## config.mk

```make
export PLATFORM = sky130hd
export DESIGN_NAME = load_store_unit_flat
export DESIGN_NICKNAME = d
export VERILOG_FILES = /design/src/rtl/load_store_unit_if.sv /design/src/rtl/load_store_unit.sv /design/src/flat_wrapper.sv
export SDC_FILE = /design/constraint.sdc
export NUM_CORES = 1
export LEC_CHECK = 0
export CAP_MARGIN = 20
export CORE_MARGIN = 8
export CORE_UTILIZATION = 43
export CTS_CLUSTER_DIAMETER = 80
export DETAILED_ROUTE_END_ITERATION = 12
export PLACE_DENSITY = 0.79
export REMOVE_ABC_BUFFERS = 1
export SYNTH_ARGS = -nofsm -noshare
export SYNTH_HDL_FRONTEND = slang
export SYNTH_SLANG_ARGS = --single-unit
```

## constraint.sdc

```tcl
create_clock -name clk -period 2 [get_ports clk]
set_input_delay 0.3 -clock clk [delete_from_list [all_inputs] [get_ports clk]]
set_output_delay 0.3 -clock clk [all_outputs]
set_load 0.01 [all_outputs]
```

## src/rtl/load_store_unit_if.sv

```systemverilog
// Execute-stage request/response handshake for the load/store unit.
// master = execute stage side, slave = load_store_unit side.
interface load_store_unit_if;
    logic       req_valid;
    logic       req_ready;
    logic       req_write;
    logic [7:0] req_addr;
    logic [7:0] req_wdata;
    logic       resp_valid;
    logic       resp_ready;
    logic [7:0] resp_rdata;
    logic       resp_fault;

    modport master (
        output req_valid, req_write, req_addr, req_wdata, resp_ready,
        input  req_ready, resp_valid, resp_rdata, resp_fault
    );

    modport slave (
        input  req_valid, req_write, req_addr, req_wdata, resp_ready,
        output req_ready, resp_valid, resp_rdata, resp_fault
    );
endinterface

```

## src/rtl/load_store_unit.sv

```systemverilog
// Single-outstanding load/store controller in front of data_memory: range check,
// store/load sequencing around the registered read, fault reporting and counting.
module load_store_unit #(
    parameter logic [7:0] ADDR_LO = 8'd64,
    parameter logic [7:0] ADDR_HI = 8'd255
) (
    input  logic                     clk,
    input  logic                     reset_n,
    load_store_unit_if.slave         lsu,
    output logic [7:0]               fault_count,
    output logic [7:0]               mem_address,
    output logic [7:0]               mem_write_data,
    output logic                     mem_write_enable,
    input  logic [7:0]               mem_read_data
);
    typedef enum logic [1:0] {IDLE, ISSUE, WAIT, RESP} state_t;

    state_t     state_q, state_d;
    logic       type_q, type_d;
    logic [7:0] addr_q, addr_d;
    logic [7:0] wdata_q, wdata_d;
    logic [7:0] rdata_q, rdata_d;
    logic       fault_q, fault_d;
    logic [7:0] fcnt_q, fcnt_d;
    logic       accept;
    logic       in_range;

    assign accept = lsu.req_valid && (state_q == IDLE);
    // Widened compare keeps the check meaningful when a bound sits at the type limit.
    assign in_range = ({1'b0, lsu.req_addr} >= {1'b0, ADDR_LO}) &&
                      ({1'b0, lsu.req_addr} <= {1'b0, ADDR_HI});

    always_ff @(posedge clk or negedge reset_n) begin
        if (!reset_n) begin
            state_q <= IDLE;
            type_q  <= 1'b0;
            addr_q  <= ADDR_LO;
            wdata_q <= 8'd0;
            rdata_q <= 8'd0;
            fault_q <= 1'b0;
            fcnt_q  <= 8'd0;
        end else begin
            state_q <= state_d;
            type_q  <= type_d;
            addr_q  <= addr_d;
            wdata_q <= wdata_d;
            rdata_q <= rdata_d;
            fault_q <= fault_d;
            fcnt_q  <= fcnt_d;
        end
    end

    always_comb begin
        state_d = state_q;
        type_d  = type_q;
        addr_d  = addr_q;
        wdata_d = wdata_q;
        rdata_d = rdata_q;
        fault_d = fault_q;
        fcnt_d  = fcnt_q;
        case (state_q)
            IDLE: begin
                if (accept) begin
                    type_d = lsu.req_write;
                    if (in_range) begin
                        addr_d  = lsu.req_addr;
                        wdata_d = lsu.req_wdata;
                        state_d = ISSUE;
                    end else begin
                        // Faults never touch memory, so the address bus keeps its last legal value.
                        rdata_d = 8'd0;
                        fault_d = 1'b1;
                        if (fcnt_q != 8'hFF) fcnt_d = fcnt_q + 8'd1;
                        state_d = RESP;
                    end
                end
            end
            ISSUE: begin
                if (type_q) begin
                    rdata_d = 8'd0;
                    fault_d = 1'b0;
                    state_d = RESP;
                end else begin
                    state_d = WAIT;
                end
            end
            WAIT: begin
                rdata_d = mem_read_data;
                fault_d = 1'b0;
                state_d = RESP;
            end
            RESP: begin
                if (lsu.resp_ready) state_d = IDLE;
            end
            default: state_d = IDLE;
        endcase
    end

    always_comb begin
        lsu.req_ready    = (state_q == IDLE);
        lsu.resp_valid   = (state_q == RESP);
        mem_write_enable = (state_q == ISSUE) && type_q;
    end

    assign lsu.resp_rdata  = rdata_q;
    assign lsu.resp_fault  = fault_q;
    assign fault_count     = fcnt_q;
    assign mem_address     = addr_q;
    assign mem_write_data  = wdata_q;
endmodule

```

## src/flat_wrapper.sv

```systemverilog
// flat-port wrapper written by rule: the top's interface ports become plain ports
module load_store_unit_flat 
#(
    parameter logic [7:0] ADDR_LO = 8'd64,
    parameter logic [7:0] ADDR_HI = 8'd255
)
  (clk, reset_n, fault_count, mem_address, mem_write_data, mem_write_enable, mem_read_data, lsu_req_valid, lsu_req_write, lsu_req_addr, lsu_req_wdata, lsu_resp_ready, lsu_req_ready, lsu_resp_valid, lsu_resp_rdata, lsu_resp_fault);
  load_store_unit_if lsu_i ();
  input  logic clk;
  input  logic reset_n;
  output logic [7:0] fault_count;
  output logic [7:0] mem_address;
  output logic [7:0] mem_write_data;
  output logic mem_write_enable;
  input  logic [7:0] mem_read_data;
  input wire logic [$bits(lsu_i.req_valid)-1:0] lsu_req_valid;
  input wire logic [$bits(lsu_i.req_write)-1:0] lsu_req_write;
  input wire logic [$bits(lsu_i.req_addr)-1:0] lsu_req_addr;
  input wire logic [$bits(lsu_i.req_wdata)-1:0] lsu_req_wdata;
  input wire logic [$bits(lsu_i.resp_ready)-1:0] lsu_resp_ready;
  output wire logic [$bits(lsu_i.req_ready)-1:0] lsu_req_ready;
  output wire logic [$bits(lsu_i.resp_valid)-1:0] lsu_resp_valid;
  output wire logic [$bits(lsu_i.resp_rdata)-1:0] lsu_resp_rdata;
  output wire logic [$bits(lsu_i.resp_fault)-1:0] lsu_resp_fault;
  assign lsu_i.req_valid = lsu_req_valid;
  assign lsu_i.req_write = lsu_req_write;
  assign lsu_i.req_addr = lsu_req_addr;
  assign lsu_i.req_wdata = lsu_req_wdata;
  assign lsu_i.resp_ready = lsu_resp_ready;
  assign lsu_req_ready = lsu_i.req_ready;
  assign lsu_resp_valid = lsu_i.resp_valid;
  assign lsu_resp_rdata = lsu_i.resp_rdata;
  assign lsu_resp_fault = lsu_i.resp_fault;
  load_store_unit #(.ADDR_LO(ADDR_LO), .ADDR_HI(ADDR_HI)) u_core (.clk(clk), .reset_n(reset_n), .lsu(lsu_i), .fault_count(fault_count), .mem_address(mem_address), .mem_write_data(mem_write_data), .mem_write_enable(mem_write_enable), .mem_read_data(mem_read_data));
endmodule
```

### Yosys cells after proc, flatten, opt, wreduce, memory -nomap -nowiden

Cells that the tools add are included.

* add/subtract/negate cells: 1
* $lt $le $gt $ge: 1
* equality and inequality tests: 8
* multiplexer cells: 13
* bitwise gates (word level): 1
* reductions and logical operators: 9

Operator list (number)
* 2-to-1 mux 8 bit: 3
* one-hot mux 8 bit (3 select lines): 1
* adder 8 x 1 -> 8 bit (second input constant): 1
* >= comparator 8 x 7 -> 1 bit (second input constant): 1
* inequality test 8 bit (second input constant): 1
* one-hot mux 2 bit (4 select lines): 1
* AND reduction 4 bit: 2
* 2-to-1 mux 2 bit: 3
* == test 2 bit (second input constant): 2
* 2-to-1 mux 1 bit: 4
* inequality test 2 x 1 -> 1 bit (second input constant): 2
* inequality test 2 bit (second input constant): 2
* AND reduction 2 bit: 2
* one-hot mux 1 bit (3 select lines): 1
* AND reduction 3 bit: 1
* nonzero test 3 bit: 1
* == test 2 x 1 -> 1 bit (second input constant): 1
* logical AND 1 bit: 2
* logical NOT 2 bit: 1
* inverter 1 bit: 1

* register bits after elaboration: 36
* output and inout bits: 36
* logic and storage cells: 40

### Logic depth before layout (Yosys ltp)

Gate-level depths: netlist of the first run.

* word-level depth: 4
* mapped depth: 7

### Least setup slack after synthesis of the first run

OpenSTA, ideal clock, no wires.

* kind: register to register
* from: register u_core.state_q[0]
* to: register u_core.fcnt_q[6] (netlist: u_core.fault_count[6])
* arrival time: 1750 ps
* required time: 1875 ps
* slack: 125 ps
* stages on the path, launching flop included: 7
* clock period less this slack: 1875 ps
* path through: dfrtp_1 inv_1 ha_1 nand4bb_1 clkbuf_1 nor4_1 mux2_2

* cells in the longest elaborated chain, start to end: 3

Ends and longest elaborated chain
* from (decl): line load_store_unit.sv:18 `state_t state_q, state_d;`
* from (signal assigned): line load_store_unit.sv:43 `state_q <= state_d;`
* logical NOT 2 bit *
* net lsu_req_ready: line flat_wrapper.sv:21 `output wire logic [$bits(lsu_i.req_ready)-1:0] lsu_req_ready;`
* logical AND 1 bit: line load_store_unit.sv:28 `assign accept = lsu.req_valid && (state_q == IDLE);`
* AND reduction 4 bit (no source line) *
* to (signal assigned): line load_store_unit.sv:49 `fcnt_q <= fcnt_d;`
* to (decl): line load_store_unit.sv:24 `logic [7:0] fcnt_q, fcnt_d;`

Mark *: on every way through the listed nets, which the timed path passes. The rest lies on a longest branch.
A chain may end at the register's enable or synchronous reset.

### Worst setup path after layout of the first run

* from: register u_core.state_q[0]
* to: output port lsu_req_ready

* cells in the longest elaborated chain, start to end: 1

Ends and longest elaborated chain
* logical NOT 2 bit: line load_store_unit.sv:100 `lsu.req_ready = (state_q == IDLE);`
* to (decl): line flat_wrapper.sv:21

No other way between the ends.

==> run_results.csv, run 1 <==
group,metric,value,unit
job,maxCapViolCount,0,
clock_network,htreeDepth,2,
outcome,outcome,"finished, final reports clean",
route,via_per_inst,4.95,
floorplan,initial_core_util,0.435,
sta,setup_tns,0,ns
clock_network,cts_inserted_buffers,5,
layout,syn_to_final_growth,47.8,%
global_routing,first_global_vias,1435,
layout,fin_nets,249,
logic_synthesis,syn-mean-instance-area,12.3,µm²
placed_design,placed_area,2420,µm²
logic_synthesis,synth.most_common_cell,"dfrtp_1",
sta,maxSlewViolCount,0,
clock_network,cts.hold.buffers_added,0,
layout,layout-drive-gt1-share,0.168,
route,drt_iter0_drc,72,
critical_path,reg2reg_to,"u_core.mem_write_data[1]$_DFFE_PN0P_",
power_and_ir_drop,power_frac_comb,0.520,
logic_synthesis,synthMuxAreaShare,0.188,
logic_synthesis,synth.distinct_cells,36,
power_and_ir_drop,internal_power,2.40,mW
critical_path,ff2ff_path_depth,5,
logic_synthesis,synth-async-reset-ratio,1.00,
sta,relSlewSlack,0.554,
placed_design,place_ws,-0.0417,ns
route,postRouteAntennaNets,0,
logic_synthesis,synthAdderAreaFrac,0.0514,
global_routing,grt_pass1_wl,7180,µm
route,drc,0,
power_and_ir_drop,max-vdd-ir-drop,0.591,mV
critical_path,required,1.70,ns
route,dr.pass1.iters,4,
sta,worstMarginPinSlew,0.669,ns
clock_network,clkSlewWorstSetupHoldPaths,0.07,ns
power_and_ir_drop,pwr-share-seq,0.346,
critical_path,endpoint_kind,"output pin",
logic_synthesis,synth_top_area_cell,"dfrtp_1",
hold_path,hp-class,"in -> async",
power_and_ir_drop,pwr_density_cell,1450,nW/µm²
sta,period_needed,1.88,ns
floorplan,die-area,6230,µm²
logic_synthesis,yosys_warnings,0,
clock_network,postCtsSetupBuffers,0,
layout,fillers,313,
layout,final_area,2520,µm²
floorplan,die_h,78.9,µm
critical_path,cp_max_fo,6,
power_and_ir_drop,total_power,3.65,mW
layout,multi_input_area,723,µm²
critical_path,rr_startpoint,"u_core.state_q[0]$_DFFE_PN0P_",
route,dr_total_vias,1308,
floorplan,core-area,3910,µm²
global_routing,track_usage,0.146,
logic_synthesis,synth_edf_count,0,
sta,finalSetupViolCount,0,
clock_network,cts_max_path_buffers,2,
route,wirelength,4410,µm
sta,rsz0062_at_grt,"no",
power_and_ir_drop,p_leak,1.14,nW
route,routedWlPerCell,16.7,µm
power_and_ir_drop,pwr-share-clk,0.134,
logic_synthesis,synth.top_cell.area_share,0.514,
sta,min_period_over_period,0.941,
logic_synthesis,synth_top_family_by_area,"multiplexers",
clock_network,cts_tree,"yes",
placed_design,gp_congestion,0.779,
layout,diodes,0,
power_and_ir_drop,switchingPower,1.25,mW
floorplan,die_x,78.9,µm
floorplan,core.rowCount,23,
critical_path,crit_type,"reg -> out",
sta,finClkSkew,0.00689,ns
logic_synthesis,ys_seq_area_frac,0.530,
logic_synthesis,synth_flop_cell,"dfrtp_1",
global_routing,grt_max_degree,37,
critical_path,cp-start-kind,"register",
sta,hold_viol,0,
logic_synthesis,netlist_area,1700,µm²
logic_synthesis,synth-xor-area-share,0.0206,
clock_network,cts.sinks,36,
placed_design,numPortBuffers,64,
sta,setup_slack,0.119,ns
logic_synthesis,synth_cells,139,
critical_path,arrival,1.58,ns
global_routing,grt_antenna_before_repair,0,
logic_synthesis,synth_commonest_cells,"dfrtp_1 (35), nand2_1 (15), inv_1 (13)",
sta,fmax,532,MHz
clock_network,root_buffer,"clkbuf_8",
layout,register_area,902,µm²
clock_network,clkLatencyLatePin,0.29,ns
power_and_ir_drop,switching_share,0.343,
logic_synthesis,synthTopCellsByArea,"dfrtp_1 (51%), mux2_2 (7.9%), mux2i_1 (6.5%)",
placed_design,hpwl,3430,µm
critical_path,rrSetupSlack,0.15,ns
logic_synthesis,synth-compound-area-share,0.0500,
clock_network,cts_resized,2,
global_routing,grt.overflow.total,0,
logic_synthesis,ys_seq_elements,36,
floorplan,io_pins,65,
logic_synthesis,yosys.area_share.simple,0.107,
-- power groups by stage --
stage                     clock, mW  combinational [mW]  sequential (mW)
after floorplan                   0               0.756             1.39
after global placement            0                1.82             1.25
after detailed placement          0                1.89             1.27
after CTS                     0.500                1.90             1.26
after global routing          0.532                2.06             1.30
final                         0.490                1.90             1.26
-- state kept, by name, summed over array words and instances (netlist names) --
register               count
u_core.fault_count         8
u_core.mem_address         8
u_core.type_q              1
u_core.state_q             2
u_core.mem_write_data      8
u_core.lsu.resp_rdata      8
u_core.lsu.resp_fault      1
-- how the worst max path moves through the flow --
stage,start,to,slack (ns),depth (start not counted)
after floorplan,u_core.state_q[0]$_DFFE_PN0P_,u_core.fault_count[6]$_DFFE_PN0P_,0.11,5
after detailed placement,lsu_req_valid,u_core.mem_write_data[1]$_DFFE_PN0P_,-0.04,5
after CTS,u_core.state_q[0]$_DFFE_PN0P_,lsu_req_ready,0.07,3
final,u_core.state_q[0]$_DFFE_PN0P_,lsu_req_ready,0.12,3
after global routing,u_core.state_q[0]$_DFFE_PN0P_,u_core.mem_write_data[1]$_DFFE_PN0P_,0.04,5
after global placement,lsu_req_valid,u_core.mem_address[0]$_DFFE_PN0P_,0.01,5
-- layout by cell type, fill, tap and decap left out, drive strengths merged, types with 2 or more instances in the layout --
cell           instances
nand3                  4
clkdlybuf4s50         63
inv                   13
nand2                 15
nor2                   3
clkbuf                 7
a211oi                 3
buf                    8
or2                    2
mux2                  17
o21ai                  2
xor2                   3
mux2i                 11
ha                     7
dfrtp                 35
-- critical path: stages (launching register included) --
cell and delay (ns):
dfrtp_1 0.40, inv_1 0.15, ha_4 0.20, clkdlybuf4s50_1 0.55
-- routing by layer --
| metal | routed length, µm | global-route usage | up-vias |
|---|---|---|---|
| met5 | 0 | 0 | - |
| met4 | 57 | 0.0500 | 0 |
| met3 | 329 | 0.0553 | 6 |
| met2 | 2230 | 0.255 | 46 |
| met1 | 1800 | 0.158 | 632 |
| li1 | - | - | 624 |
-- layout make-up --
class	instances	area share
flip-flops and latches	36	0.358
multi-input cells	85	0.287
repair buffers	72	0.278
clock buffers	7	0.0303
well taps	50	0.0249
inverters	13	0.0194
clock inverters	1	0.00199
-- through the flow --
step | util | hold WS, ns | std cells
3_5_place_dp | 0.620 | 0.454 | 256
3_3_place_gp | 0.620 | 0.448 | 256
2_1_floorplan | - | 0.00441 | 134
5_1_grt | 0.643 | 0.481 | 264
4_1_cts | 0.641 | 0.447 | 264
6_report | 0.643 | 0.430 | 264
-- kinds of logic (layout without fill, tap and decap cells) --
group           after synthesis  after routing
compound gates               11             11
xor+xnor                      4              4
fa+ha+maj                     7              7
buf+inv                      18             93
flops                        36             36
mux                          28             28
simple gates                 35             35
(Power assumes the default switching activity.)
==> run 2, diff against run 1 <==
- SKIP_LAST_GASP: unset -> 1
==> results of run 2 <==
No change in the layout: final DEF, timing and power equal those of run 1.
==> run 3, diff against run 2 <==
- CORE_UTILIZATION: 43 -> 30
- DONT_BUFFER_PORTS: unset -> 1
- PLACE_DENSITY: 0.79 -> unset
==> run_results.csv, run 3 (synthesis results as in run 1) <==
group,metric,value,unit
layout,layout-drive-gt1-share,0.226,
clock_network,cts_inserted_buffers,5,
layout,stdcell_count,218,
placed_design,hpwl,3250,µm
floorplan,core-area,5510,µm²
layout,fin_nets,182,
route,drc,0,
critical_path,slowest_stage,"dfrtp_1",
global_routing,grt_pass1_wl,6510,µm
power_and_ir_drop,pwr-share-clk,0.183,
power_and_ir_drop,p_leak,0.889,nW
layout,multi_input_area,711,µm²
route,dr_total_vias,1066,
clock_network,root_buffer,"clkbuf_8",
global_routing,grt_antenna_before_repair,0,
critical_path,arrival,2.03,ns
global_routing,grt.overflow.total,0,
layout,post-route-util,0.345,
floorplan,io_pins,65,
critical_path,path_delay_family,"simple AND/OR/NAND/NOR gates",
floorplan,die-area,8340,µm²
power_and_ir_drop,switchingPower,1.13,mW
layout,diodes,0,
clock_network,clkSlewWorstSetupHoldPaths,0.07,ns
clock_network,cts_max_path_buffers,2,
hold_path,hp-class,"in -> reg",
layout,fillers,560,
critical_path,rrSetupSlack,0.14,ns
power_and_ir_drop,switching_share,0.378,
placed_design,numPortBuffers,0,
power_and_ir_drop,power_frac_comb,0.322,
layout,register_area,902,µm²
floorplan,die_h,91.3,µm
job,maxCapViolCount,0,
critical_path,cpPeakStageDelay,0.44,ns
floorplan,die_x,91.3,µm
power_and_ir_drop,pwr-share-seq,0.495,
power_and_ir_drop,total_power,3.00,mW
power_and_ir_drop,pwr_density_cell,1580,nW/µm²
sta,maxSlewViolCount,0,
clock_network,cts_tree,"yes",
sta,min_period_over_period,0.931,
layout,syn_to_final_growth,11.6,%
route,drt_iter0_drc,35,
route,routedWlPerCell,18.4,µm
critical_path,path_buf_inv,2,
critical_path,required,2.17,ns
layout,layout_commonest_cell,"dfrtp_1",
critical_path,path_cells,"inv_1 -> ha_1 -> buf_4 -> and2b_2 -> or2_2 -> o31ai_1",
floorplan,initial_core_util,0.309,
clock_network,cts.sinks,36,
clock_network,clkLatencyLatePin,0.28,ns
power_and_ir_drop,max-vdd-ir-drop,0.567,mV
global_routing,first_global_vias,1205,
clock_network,htreeDepth,2,
placed_design,place_ws,0.0468,ns
sta,rsz0062_at_grt,"no",
placed_design,gp_congestion,0.809,
power_and_ir_drop,internal_power,1.86,mW
critical_path,cp-start-kind,"register",
global_routing,track_usage,0.0992,
sta,hold_viol,0,
route,via_per_inst,4.89,
sta,fmax,537,MHz
critical_path,crit_type,"reg -> reg",
sta,setup_tns,0,ns
sta,worstMarginPinSlew,0.364,ns
layout,final_cell_mix,"dfrtp_1 (35), nand2_1 (15), inv_1 (13)",
placed_design,placed_area,1770,µm²
critical_path,endpoint_kind,"register",
route,dr.pass1.iters,4,
layout,final_area,1900,µm²
floorplan,core.rowCount,27,
route,wirelength,4010,µm
placed_design,dp.cells,209,
critical_path,cp_max_fo,6,
sta,finClkSkew,0.00580,ns
sta,finalSetupViolCount,0,
sta,setup_slack,0.139,ns
sta,period_needed,1.86,ns
global_routing,grt_max_degree,37,
sta,relSlewSlack,0.758,
clock_network,postCtsSetupBuffers,0,
outcome,outcome,"finished, final reports clean",
sta,hold_ws,0.140,ns
route,postRouteAntennaNets,0,
[run 3: cell count changes in the layout (fill, tap and decap cells not counted), moves of 2 or more]
cell             change
buf_4                -5
clkdlybuf4s50_1     -63
clkbuf_1             -2
clkbuf_8             +2
[run 3: timing repair]
action                                  4_1_cts  5_1_grt
hold buffers                                  2        0
endpoints found under the hold margin        36        0
gates resized for setup                       0        1
endpoints found under the setup margin        0       14
[run 3: routing by layer]
| layer | up-vias | track usage | share of wire |
|---|---|---|---|
| met3 | 7 | 0.0593 | 0.11 |
| met1 | 531 | 0.0844 | 0.32 |
| met5 | - | 0 | 0 |
| met2 | 41 | 0.181 | 0.55 |
| met4 | 0 | 0.0437 | 0.014 |
| li1 | 487 | - | - |
[run 3: final timing paths]
path,from,to,depth (start not counted)
max,u_core.state_q[0]$_DFFE_PN0P_,u_core.state_q[0]$_DFFE_PN0P_,6
min,lsu_req_valid,u_core.mem_address[6]$_DFFE_PN1P_,2
max reg2reg,u_core.state_q[0]$_DFFE_PN0P_,u_core.state_q[0]$_DFFE_PN0P_,6
min reg2reg,u_core.mem_address[6]$_DFFE_PN1P_,u_core.mem_address[6]$_DFFE_PN1P_,2
max in group asynchronous,reset_n,u_core.mem_address[6]$_DFFE_PN1P_,2
min in group asynchronous,reset_n,u_core.fault_count[7]$_DFFE_PN0P_,2
[run 3: power by group through the flow]
stage / clock (mW) / combinational, mW / sequential, mW
2_1_floorplan: 0 / 0.756 / 1.39
3_3_place_gp: 0 / 0.885 / 1.49
3_5_place_dp: 0 / 0.961 / 1.51
4_1_cts: 0.567 / 0.984 / 1.50
5_1_grt: 0.592 / 1.07 / 1.52
6_report: 0.548 / 0.966 / 1.48
[run 3: cell type report]
cell class              count  area share
flip-flops and latches     36       0.475
multi-input cells          85       0.374
clock buffers               7      0.0507
well taps                  72      0.0474
repair buffers              5      0.0276
inverters                  13      0.0257
